`config.mk`:
```
export PLATFORM = sky130hd
export DESIGN_NAME = mem_bist_flat
export DESIGN_NICKNAME = d
export VERILOG_FILES = /design/src/rtl/mem_bist_if.sv /design/src/rtl/mem_bist.sv /design/src/flat_wrapper.sv
export SDC_FILE = /design/constraint.sdc
export NUM_CORES = 1
export LEC_CHECK = 0
export ABC_AREA = 1
export CAP_MARGIN = 20
export CELL_PAD_IN_SITES_DETAIL_PLACEMENT = 2
export CELL_PAD_IN_SITES_GLOBAL_PLACEMENT = 2
export CORE_MARGIN = 3
export CORE_UTILIZATION = 29
export DETAILED_ROUTE_END_ITERATION = 16
export HOLD_SLACK_MARGIN = 0.15
export PLACE_DENSITY = 0.83
export SLEW_MARGIN = 20
export SYNTH_ARGS = -nofsm -noshare
export SYNTH_HDL_FRONTEND = slang
export SYNTH_SLANG_ARGS = --single-unit
```
`constraint.sdc`:
```
create_clock -name clk -period 2.7 [get_ports clk]
set_clock_uncertainty 0.2 [all_clocks]
set_input_delay 0.54 -clock clk [delete_from_list [all_inputs] [get_ports clk]]
set_output_delay 0.54 -clock clk [all_outputs]
set_load 0.02 [all_outputs]
```
`src/rtl/mem_bist_if.sv`:
```
// mem_bist_if -- memory-side bus between the BIST engine and the RAM under test.
//
// Parameters:
//   DATA_WIDTH  memory word width in bits
//   ADDR_WIDTH  memory address bus width
//
// Signals:
//   mem_addr    address driven by the BIST engine
//   mem_wdata   write data driven by the BIST engine
//   mem_rdata   read data returned by the memory
//   mem_we      write strobe (one cycle per written word)
//   mem_oe      read strobe
//
// Modports:
//   master      BIST engine side (drives address/data/strobes, receives read data)
//   slave       memory side
interface mem_bist_if #(
  parameter int DATA_WIDTH = 8,
  parameter int ADDR_WIDTH = 16
) ();

  logic [ADDR_WIDTH-1:0] mem_addr;
  logic [DATA_WIDTH-1:0] mem_wdata;
  logic [DATA_WIDTH-1:0] mem_rdata;
  logic                  mem_we;
  logic                  mem_oe;

  modport master (
    output mem_addr,
    output mem_wdata,
    output mem_we,
    output mem_oe,
    input  mem_rdata
  );

  modport slave (
    input  mem_addr,
    input  mem_wdata,
    input  mem_we,
    input  mem_oe,
    output mem_rdata
  );

endinterface

```
`src/rtl/mem_bist.sv`:
```
// mem_bist -- two-pass march-style memory built-in self test.
//
// Each run performs two passes. A pass writes every tested word in ascending
// order, then reads every word back in ascending order and compares it with the
// written pattern. Pass 0 writes the inverted index, pass 1 the plain index,
// so every data bit is exercised at both polarities.
//
// Parameters:
//   DATA_WIDTH  memory word width in bits
//   ADDR_WIDTH  memory address bus width
//   MEM_DEPTH   number of words tested (1..2**ADDR_WIDTH)
//   BASE_ADDR   first address tested (addresses wrap modulo 2**ADDR_WIDTH)
//
// Ports:
//   clk            single clock, all state changes on the rising edge
//   reset          synchronous, active-low reset
//   start          begin a run (sampled only when not busy)
//   abort          terminate the current run, return to idle
//   mem            memory bus (mem_bist_if master modport)
//   busy           run in progress
//   done           run completed
//   pass           completed run had zero mismatches
//   error_count    saturating mismatch count
//   fail_addr      address of the first mismatch of the run
//   fail_expected  expected data of the first mismatch
//   fail_actual    read data of the first mismatch
//
// Configuration macro:
//   MEM_BIST_STOP_ON_FAIL_EN  when defined, the first mismatch ends the run
//                             (DONE with pass=0, error_count=1). When undefined
//                             the run always covers every index of both passes.
module mem_bist #(
  parameter int DATA_WIDTH = 8,
  parameter int ADDR_WIDTH = 16,
  parameter int MEM_DEPTH  = 256,
  parameter int BASE_ADDR  = 0
) (
  input  logic                  clk,
  input  logic                  reset,
  input  logic                  start,
  input  logic                  abort,
  mem_bist_if.master            mem,
  output logic                  busy,
  output logic                  done,
  output logic                  pass,
  output logic [7:0]            error_count,
  output logic [ADDR_WIDTH-1:0] fail_addr,
  output logic [DATA_WIDTH-1:0] fail_expected,
  output logic [DATA_WIDTH-1:0] fail_actual
);

`ifdef MEM_BIST_STOP_ON_FAIL_EN
  localparam bit STOP_ON_FAIL = 1'b1;
`else
  localparam bit STOP_ON_FAIL = 1'b0;
`endif

  localparam logic [ADDR_WIDTH-1:0] LAST_IDX = ADDR_WIDTH'(MEM_DEPTH - 1);
  localparam logic [ADDR_WIDTH-1:0] BASE     = ADDR_WIDTH'(BASE_ADDR);

  typedef enum logic [2:0] {
    IDLE,
    WR,
    RD_ISSUE,
    RD_CHECK,
    DONE
  } state_e;

  state_e                state_q, state_d;
  logic [ADDR_WIDTH-1:0] idx_q, idx_d;
  logic                  phase_q, phase_d;
  logic [ADDR_WIDTH-1:0] addr_q, addr_d;
  logic [DATA_WIDTH-1:0] wdata_q, wdata_d;
  logic                  we_q, we_d;
  logic                  oe_q, oe_d;
  logic                  busy_q, busy_d;
  logic                  done_q, done_d;
  logic                  pass_q, pass_d;
  logic [7:0]            err_q, err_d;
  logic [ADDR_WIDTH-1:0] fail_addr_q, fail_addr_d;
  logic [DATA_WIDTH-1:0] fail_exp_q, fail_exp_d;
  logic [DATA_WIDTH-1:0] fail_act_q, fail_act_d;

  logic [DATA_WIDTH-1:0] expected;
  logic                  mismatch;
  logic                  finish;

  // The size cast truncates or zero-extends the index to the word width.
  function automatic logic [DATA_WIDTH-1:0] pattern(input logic ph,
                                                    input logic [ADDR_WIDTH-1:0] i);
    logic [DATA_WIDTH-1:0] r;
    r = DATA_WIDTH'(i);
    return ph ? r : ~r;
  endfunction

  always_comb begin
    expected = pattern(phase_q, idx_q);
    mismatch = (state_q == RD_CHECK) && (mem.mem_rdata != expected);
  end

  always_comb begin
    state_d     = state_q;
    idx_d       = idx_q;
    phase_d     = phase_q;
    addr_d      = addr_q;
    wdata_d     = wdata_q;
    we_d        = 1'b0;
    oe_d        = 1'b0;
    busy_d      = busy_q;
    done_d      = done_q;
    pass_d      = pass_q;
    err_d       = err_q;
    fail_addr_d = fail_addr_q;
    fail_exp_d  = fail_exp_q;
    fail_act_d  = fail_act_q;
    finish      = 1'b0;

    // Abort freezes the error/fail record; an in-flight compare is discarded.
    if (abort && busy_q) begin
      state_d = IDLE;
      busy_d  = 1'b0;
      done_d  = 1'b0;
    end else begin
      case (state_q)
        IDLE, DONE: begin
          if (start && !abort) begin
            state_d     = WR;
            idx_d       = '0;
            phase_d     = 1'b0;
            we_d        = 1'b1;
            busy_d      = 1'b1;
            done_d      = 1'b0;
            pass_d      = 1'b0;
            err_d       = '0;
            fail_addr_d = '0;
            fail_exp_d  = '0;
            fail_act_d  = '0;
          end
        end

        WR: begin
          if (idx_q == LAST_IDX) begin
            state_d = RD_ISSUE;
            idx_d   = '0;
            oe_d    = 1'b1;
          end else begin
            idx_d = idx_q + ADDR_WIDTH'(1);
            we_d  = 1'b1;
          end
        end

        RD_ISSUE: begin
          state_d = RD_CHECK;
          oe_d    = 1'b1;
        end

        RD_CHECK: begin
          if (mismatch) begin
            err_d = (err_q == 8'hFF) ? 8'hFF : err_q + 8'd1;
            // The count is cleared at start and never wraps, so zero means
            // this is the first mismatch of the run.
            if (err_q == 8'd0) begin
              fail_addr_d = addr_q;
              fail_exp_d  = expected;
              fail_act_d  = mem.mem_rdata;
            end
          end

          if (STOP_ON_FAIL && mismatch) begin
            finish = 1'b1;
          end else if (idx_q == LAST_IDX) begin
            if (!phase_q) begin
              state_d = WR;
              idx_d   = '0;
              phase_d = 1'b1;
              we_d    = 1'b1;
            end else begin
              finish = 1'b1;
            end
          end else begin
            state_d = RD_ISSUE;
            idx_d   = idx_q + ADDR_WIDTH'(1);
            oe_d    = 1'b1;
          end
        end

        default: begin
          state_d = IDLE;
          busy_d  = 1'b0;
        end
      endcase
    end

    if (finish) begin
      state_d = DONE;
      busy_d  = 1'b0;
      done_d  = 1'b1;
      pass_d  = (err_d == 8'd0);
    end

    // Address and data only move when a strobe is issued, so they stay quiet
    // (zero after reset) while the block is idle.
    if (we_d || oe_d) begin
      addr_d  = BASE + idx_d;
      wdata_d = pattern(phase_d, idx_d);
    end
  end

  always_ff @(posedge clk) begin
    if (!reset) begin
      state_q     <= IDLE;
      idx_q       <= '0;
      phase_q     <= 1'b0;
      addr_q      <= '0;
      wdata_q     <= '0;
      we_q        <= 1'b0;
      oe_q        <= 1'b0;
      busy_q      <= 1'b0;
      done_q      <= 1'b0;
      pass_q      <= 1'b0;
      err_q       <= '0;
      fail_addr_q <= '0;
      fail_exp_q  <= '0;
      fail_act_q  <= '0;
    end else begin
      state_q     <= state_d;
      idx_q       <= idx_d;
      phase_q     <= phase_d;
      addr_q      <= addr_d;
      wdata_q     <= wdata_d;
      we_q        <= we_d;
      oe_q        <= oe_d;
      busy_q      <= busy_d;
      done_q      <= done_d;
      pass_q      <= pass_d;
      err_q       <= err_d;
      fail_addr_q <= fail_addr_d;
      fail_exp_q  <= fail_exp_d;
      fail_act_q  <= fail_act_d;
    end
  end

  assign mem.mem_addr  = addr_q;
  assign mem.mem_wdata = wdata_q;
  assign mem.mem_we    = we_q;
  assign mem.mem_oe    = oe_q;
  assign busy          = busy_q;
  assign done          = done_q;
  assign pass          = pass_q;
  assign error_count   = err_q;
  assign fail_addr     = fail_addr_q;
  assign fail_expected = fail_exp_q;
  assign fail_actual   = fail_act_q;

endmodule

```
`src/flat_wrapper.sv`:
```
// flat-port wrapper written by rule: the top's interface ports become plain ports
module mem_bist_flat 
#(
  parameter int DATA_WIDTH = 8,
  parameter int ADDR_WIDTH = 16,
  parameter int MEM_DEPTH  = 256,
  parameter int BASE_ADDR  = 0
)
  (clk, reset, start, abort, busy, done, pass, error_count, fail_addr, fail_expected, fail_actual, mem_mem_addr, mem_mem_wdata, mem_mem_we, mem_mem_oe, mem_mem_rdata);
  mem_bist_if #(.DATA_WIDTH(DATA_WIDTH), .ADDR_WIDTH(ADDR_WIDTH)) mem_i ();
  input  logic clk;
  input  logic reset;
  input  logic start;
  input  logic abort;
  output logic busy;
  output logic done;
  output logic pass;
  output logic [7:0] error_count;
  output logic [ADDR_WIDTH-1:0] fail_addr;
  output logic [DATA_WIDTH-1:0] fail_expected;
  output logic [DATA_WIDTH-1:0] fail_actual;
  output wire logic [$bits(mem_i.mem_addr)-1:0] mem_mem_addr;
  output wire logic [$bits(mem_i.mem_wdata)-1:0] mem_mem_wdata;
  output wire logic [$bits(mem_i.mem_we)-1:0] mem_mem_we;
  output wire logic [$bits(mem_i.mem_oe)-1:0] mem_mem_oe;
  input wire logic [$bits(mem_i.mem_rdata)-1:0] mem_mem_rdata;
  assign mem_mem_addr = mem_i.mem_addr;
  assign mem_mem_wdata = mem_i.mem_wdata;
  assign mem_mem_we = mem_i.mem_we;
  assign mem_mem_oe = mem_i.mem_oe;
  assign mem_i.mem_rdata = mem_mem_rdata;
  mem_bist #(.DATA_WIDTH(DATA_WIDTH), .ADDR_WIDTH(ADDR_WIDTH), .MEM_DEPTH(MEM_DEPTH), .BASE_ADDR(BASE_ADDR)) u_core (.clk(clk), .reset(reset), .start(start), .abort(abort), .mem(mem_i), .busy(busy), .done(done), .pass(pass), .error_count(error_count), .fail_addr(fail_addr), .fail_expected(fail_expected), .fail_actual(fail_actual));
endmodule
```
==> summary.txt <==
Design Power - 3.41 mW
Worst setup EP type - register
post-layout min period - 2.59 ns
Worst slew margin - 0.727
first-pass GRT wire length - 26900 µm
Gate Count Post-Synth - 636
CP top delay family - simple AND/OR/NAND/NOR gates
max-slew violations - 0
final hold violations - 0
Critical Path RT - 2.74 ns
nets - 754
Hold/Removal Path Class - register to register
Pre-Repair DR Iteration Count - 4
Synth Warn # - 0
Row Count - 44
hold buffer count at cts - 0
achievable clock frequency - 387 MHz
leakage - 2.51 nW
# port buffers - 80
DP HPWL - 11800 µm
CP most frequent cell - nand3_1
# Max-Cap Violations - 0
Mapped Nets - 659
CTS tree - yes
number of clock sinks - 89
Post-DP Area - 5590 µm²
register area share after synthesis - 0.400
Clock Latency Late Sink - 0.35 ns
Post-Layout Inst Area - 5960 µm²
WS Path Type - register to register
total wire length - 16300 µm
Die Height - 130 µm
Total GRT Usage - 0.199
Finish-stage setup viols - 0
Inserted Diodes - 0
Critical Path AT - 2.63 ns
initial antenna violation count - 0
final worst path period share - 0.958
Yosys top cell by area - dfxtp_1
CTS root buffer - clkbuf_16
Worst-Margin Slew - 0.409 ns
synth top area cells - dfxtp_1 40%, nand2_1 13%, a21oi_1 6.9%, nor2_1 6.5%, o21ai_0 4.9%
die area - 16900 µm²
largest net degree at the start of global routing - 36
Avg WL per Cell - 17.7 µm
Die W - 130 µm
ANT nets after route - 0
Yosys cell types - 37
maximum vdd drop - 0.270 mV
CP bufs+invs - 2
sequence of cells on the critical path - ha_1 > nand3_1 > nor3_4 > nand2_4 > o31ai_1 > nand2_1 > nand2_4 > buf_12 > nand3_1 > nand3_1 > inv_1
Initial DRC Count - 202
Avg Inst Size Synth - 7.01 µm²
I/O Pins - 81
max incr delay on CP - 0.36 ns
DRC - 0
via count - 4656
Congestion Overflow GR - 0
Inserted Clock Buffers - 9
Post-Route Setup TNS - 0 ns
Final Wtd Congestion - 0.824
vias in the first global route - 5188
Initial Utilization - 0.301
R2R cell count - 11
H-tree depth - 3
layout cells sized above 1 - 0.0978
hold path cells - 2
Synth top area share - 0.400
pwr dens - 573 nW/µm²
vias per cell - 5.06
Cell Area, Synth - 4460 µm²
critical path launch point type - register
flops & latches, synth - 89
Worst path depth - 11
clock tree buffer depth - 2
crit path max fanout - 18
status - complete, no violations
core area - 14800 µm²
CTS clk-pin slew, worst paths - 0.07 ns
Layout Area Growth over Synthesis - 33.6%
Slowest-stage cell, CP - dfxtp_2
placed cells by master, fill, tap and decap left out, drive strengths merged, types with 5 or more instances in the layout:
cell	instances
nor2	79
nand4	32
or3	5
dfxtp	89
inv	57
o21ai	44
nor3	5
clkbuf	10
ha	11
clkdlybuf4s50	80
a21oi	63
buf	31
nand2	166
xor2	12
nand3	29
sequential cells by signal, summed over array words and instances, names as in the netlist:
name / count
u_core.idx_q: 16
u_core.mem.mem_addr: 16
u_core.error_count: 8
u_core.state_q: 3
u_core.pass: 1
u_core.busy: 1
u_core.fail_addr: 16
u_core.phase_q: 1
u_core.done: 1
u_core.mem.mem_oe: 1
u_core.mem.mem_we: 1
u_core.fail_expected: 8
u_core.mem.mem_wdata: 8
u_core.fail_actual: 8
cell families (layout without fill, tap and decap cells):
family | after synthesis | in the layout | share of synthesized area
compound gates | 118 | 118 | 0.145
xor+xnor | 15 | 15 | 0.0295
fa+ha+maj | 11 | 11 | 0.0309
buf+inv | 83 | 183 | 0.0778
flops | 89 | 89 | 0.400
simple gates | 320 | 320 | 0.317
area by class of cell:
class | instances | area [µm²]
fill | 1769 | 8850
multi-input combinational | 464 | 2360
sequential | 89 | 1780
timing repair buffer | 111 | 1070
tap | 184 | 230
clock buffer | 10 | 229
inverter | 56 | 213
clock inverter | 6 | 66.3
synth_stat cells:
library cell    n
nor3_1          4
or2_2           2
buf_6           3
buf_2           8
nand2_4         4
xnor2_1         3
nand2_1       156
o21ai_0        44
nor2_1         77
or3_1           5
nand3_1        29
inv_2           4
a22oi_1         2
xor2_1         12
a21boi_0        1
nor3_4          1
nand2_2         6
inv_1          50
a21oi_4         1
inv_4           1
nor2_2          1
o41ai_2         1
a31oi_1         1
nor2_4          1
o31ai_1         1
and2_1          2
o211a_1         2
nand4_1        32
a21oi_1        61
a21oi_2         1
o211ai_1        1
clkinv_1        1
clkbuf_1       16
o2111ai_1       1
a211oi_1        1
ha_1           11
dfxtp_1        89
power breakdown:
part	internal (mW)	leakage [nW]	switching [mW]
Combinational	0.258	1.64	0.437
Clock	0.723	0.147	0.562
Sequential	1.38	0.723	0.0545
what timing repair did:
item,in CTS,in global routing
buffers inserted,0,5
endpoints found under the setup margin,0,37
gates resized for setup,0,9
stage by stage:
step	std cells	worst slack, ns	hold slack, ns	utilization
floorplan	636	0.494	0.285	-
global placement	899	0.0759	0.254	0.377
detailed placement	899	-0.0355	0.262	0.377
CTS	915	0.0943	0.278	0.397
global route	920	-0.0444	0.301	0.402
finish	920	0.113	0.272	0.402
tightest hold or removal path: stages (launching register included):
cell and delay, ns:
dfxtp_1 0.31, nand2_1 0.06, a21oi_1 0.06
final timing paths:
check | slack, ns | to | startpoint
setup / recovery | 0.11 | u_core.mem.mem_wdata[6] | u_core.idx_q[0]
hold / removal | 0.27 | u_core.fail_actual[7] | u_core.fail_actual[7]
setup reg to reg | 0.11 | u_core.mem.mem_wdata[6] | u_core.idx_q[0]
hold reg to reg | 0.27 | u_core.fail_actual[7] | u_core.fail_actual[7]
routing by layer:
metal	vias up	wire, µm	global-route usage
met4	0	158	0.0526
met1	2299	7480	0.255
met5	-	0	0
met2	71	8110	0.340
li1	2275	-	-
met3	11	532	0.0413
No activity file was read; power rests on OpenSTA's default activity.
==> edit: new RTL, config.mk and constraints unchanged <==
`DATA_WIDTH` is set to 8 in 3 places; all go to 12.
--- a/src/rtl/mem_bist_if.sv
+++ b/src/rtl/mem_bist_if.sv
@@ -15,7 +15,7 @@
 //   master      BIST engine side (drives address/data/strobes, receives read data)
 //   slave       memory side
 interface mem_bist_if #(
-  parameter int DATA_WIDTH = 8,
+  parameter int DATA_WIDTH = 12,
   parameter int ADDR_WIDTH = 16
 ) ();
 
--- a/src/rtl/mem_bist.sv
+++ b/src/rtl/mem_bist.sv
@@ -30,7 +30,7 @@
 //                             (DONE with pass=0, error_count=1). When undefined
 //                             the run always covers every index of both passes.
 module mem_bist #(
-  parameter int DATA_WIDTH = 8,
+  parameter int DATA_WIDTH = 12,
   parameter int ADDR_WIDTH = 16,
   parameter int MEM_DEPTH  = 256,
   parameter int BASE_ADDR  = 0
--- a/src/flat_wrapper.sv
+++ b/src/flat_wrapper.sv
@@ -1,7 +1,7 @@
 // flat-port wrapper written by rule: the top's interface ports become plain ports
 module mem_bist_flat 
 #(
-  parameter int DATA_WIDTH = 8,
+  parameter int DATA_WIDTH = 12,
   parameter int ADDR_WIDTH = 16,
   parameter int MEM_DEPTH  = 256,
   parameter int BASE_ADDR  = 0
Ports: changed (resized fail_actual, fail_expected, mem_mem_rdata and mem_mem_wdata); port bits go from 81 to 97. The function was not compared with the original's and may differ.
==> edit against the original RTL <==
- setup slack got worse by 0.041 ns
- sequential cell count rose by 12
- synthesized area rose by 20%
- utilization fell by 0.36 points
- die area rose by 19%
- synthesized cell count rose by 21%
- routed wire length rose by 26%
- final area rose by 21%
- hold slack got worse by 0.0025 ns
- first-iteration DRC count rose by 11%
- critical path type unchanged
- highest routed layer unchanged
Power is not compared: it rests on default switching activity, and its combinational part moved more than twofold at a synthesized area within 25%.
==> edit: results (changes against the original RTL) <==
stage	metric	value	unit	change
run_status	outcome	complete, no violations		
place	place.gp.congestion	0.830		+0.68%
place	placement.setup.worst_slack	-0.125	ns	-0.0891 ns
place	placedInstanceArea	6780	um^2	+21%
synth	yosys-top-cells-area	sky130_fd_sc_hd__dfxtp_1, sky130_fd_sc_hd__nand2_1, sky130_fd_sc_hd__a21oi_1		
place	dp_hpwl	14400	um	+21%
synth	postSynthNetCount	803		+22%
layout	proportion_of_cell_area_occupied_by_multi_input_gates	40.3	%	+0.65 points
layout	clock_area_share	4.16	%	-0.79 points
synth	synth.cells.most_frequent	sky130_fd_sc_hd__nand2_1, sky130_fd_sc_hd__dfxtp_1, sky130_fd_sc_hd__inv_1		
place	place_inst	1104		+23%
global_route	grt_max_degree	63		+75%
critical_path	crit_startpoint	u_core.phase_q$_SDFF_PN0_		
critical_path	worst-path-max-fanout	15		-3
global_route	global_route_wire_length_before_repair	32300	um	+20%
synth	synth-seq-area-share	37.8	%	-2.2 points
global_route	met2_usage	34.9	%	+0.95 points
layout	inverters_excl_clock	81		+45%
layout	num-multi-input-gates	553		+19%
worst_hold_path	min-delay-start	u_core.fail_expected[11]$_SDFFE_PN0P_		
global_route	met1_usage	26.0	%	+0.45 points
layout	post_route_cells_drive_above_1_share	12.8	%	+3.0 points
global_route	track_usage	20.1	%	+0.24 points
layout	post-route-util	39.9	%	-0.36 points
global_route	number_of_global_route_vias_before_repair	6111		+18%
global_route	grt_util_met3	2.36	%	-1.8 points
synth	synth_cell_type_count	36		-2.7%
clock_tree	clk-insertion-delay-late	0.37	ns	+0.02 ns
sta	worst_pin_slew	0.501	ns	+0.0915 ns
detailed_routing	drtIter0Drc	224		+11%
sta	max_clock_freq	381	MHz	-1.6%
detailed_routing	detail_route.vias_per_cell	5.06		about the same
layout	num-nets-final	918		+22%
layout	seq_cells	101		+13%
-- edit: cell types whose count changed after synthesis, moves of 4 or more --
| cell | change |
|---|---|
| sky130_fd_sc_hd__ha_1 | +4 |
| sky130_fd_sc_hd__o21ai_1 | +22 |
| sky130_fd_sc_hd__nor2_1 | -5 |
| sky130_fd_sc_hd__or3_1 | -4 |
| sky130_fd_sc_hd__inv_1 | +23 |
| sky130_fd_sc_hd__o21ai_0 | -22 |
| sky130_fd_sc_hd__nand2_1 | +56 |
| sky130_fd_sc_hd__nand3_2 | +5 |
| sky130_fd_sc_hd__nand4_1 | +19 |
| sky130_fd_sc_hd__a21oi_1 | +11 |
| sky130_fd_sc_hd__dfxtp_1 | +12 |
-- edit: critical path, delay by kind of cell, from the launching register on --
kind	cells	cell delay (ns)
AO/OA/AOI/OAI	1	0.17
buffers and inverters	3	0.45
AND/OR/NAND/NOR	11	1.06
flip-flops	1	0.34
adder cells (fa/ha/maj)	1	0.35
-- edit: logic make-up (layout without fill, tap and decap cells) --
logic type | after synthesis | after routing | share of synthesized area, %
AND/OR/NAND/NOR | 394 | 394 | 33.4
AO/OA/AOI/OAI | 129 | 129 | 13.3
buffers and inverters | 118 | 238 | 9.61
flip-flops | 101 | 101 | 37.8
adder cells (fa/ha/maj) | 15 | 15 | 3.51
XOR/XNOR | 15 | 15 | 2.46
-- edit: worst paths after layout --
path	endpoint	cells past startpoint
setup / recovery	u_core.pass$_SDFFE_PN0P_	16
hold / removal	u_core.fail_expected[11]$_SDFFE_PN0P_	2
hold reg to reg	u_core.fail_expected[11]$_SDFFE_PN0P_	2
setup reg to reg	u_core.pass$_SDFFE_PN0P_	16
-- edit: layer usage --
layer	vias to the layer above	routed length, um
met1	2812	9600
met4	0	306
met3	20	434
met5	-	0
met2	81	10300
li1	2756	-
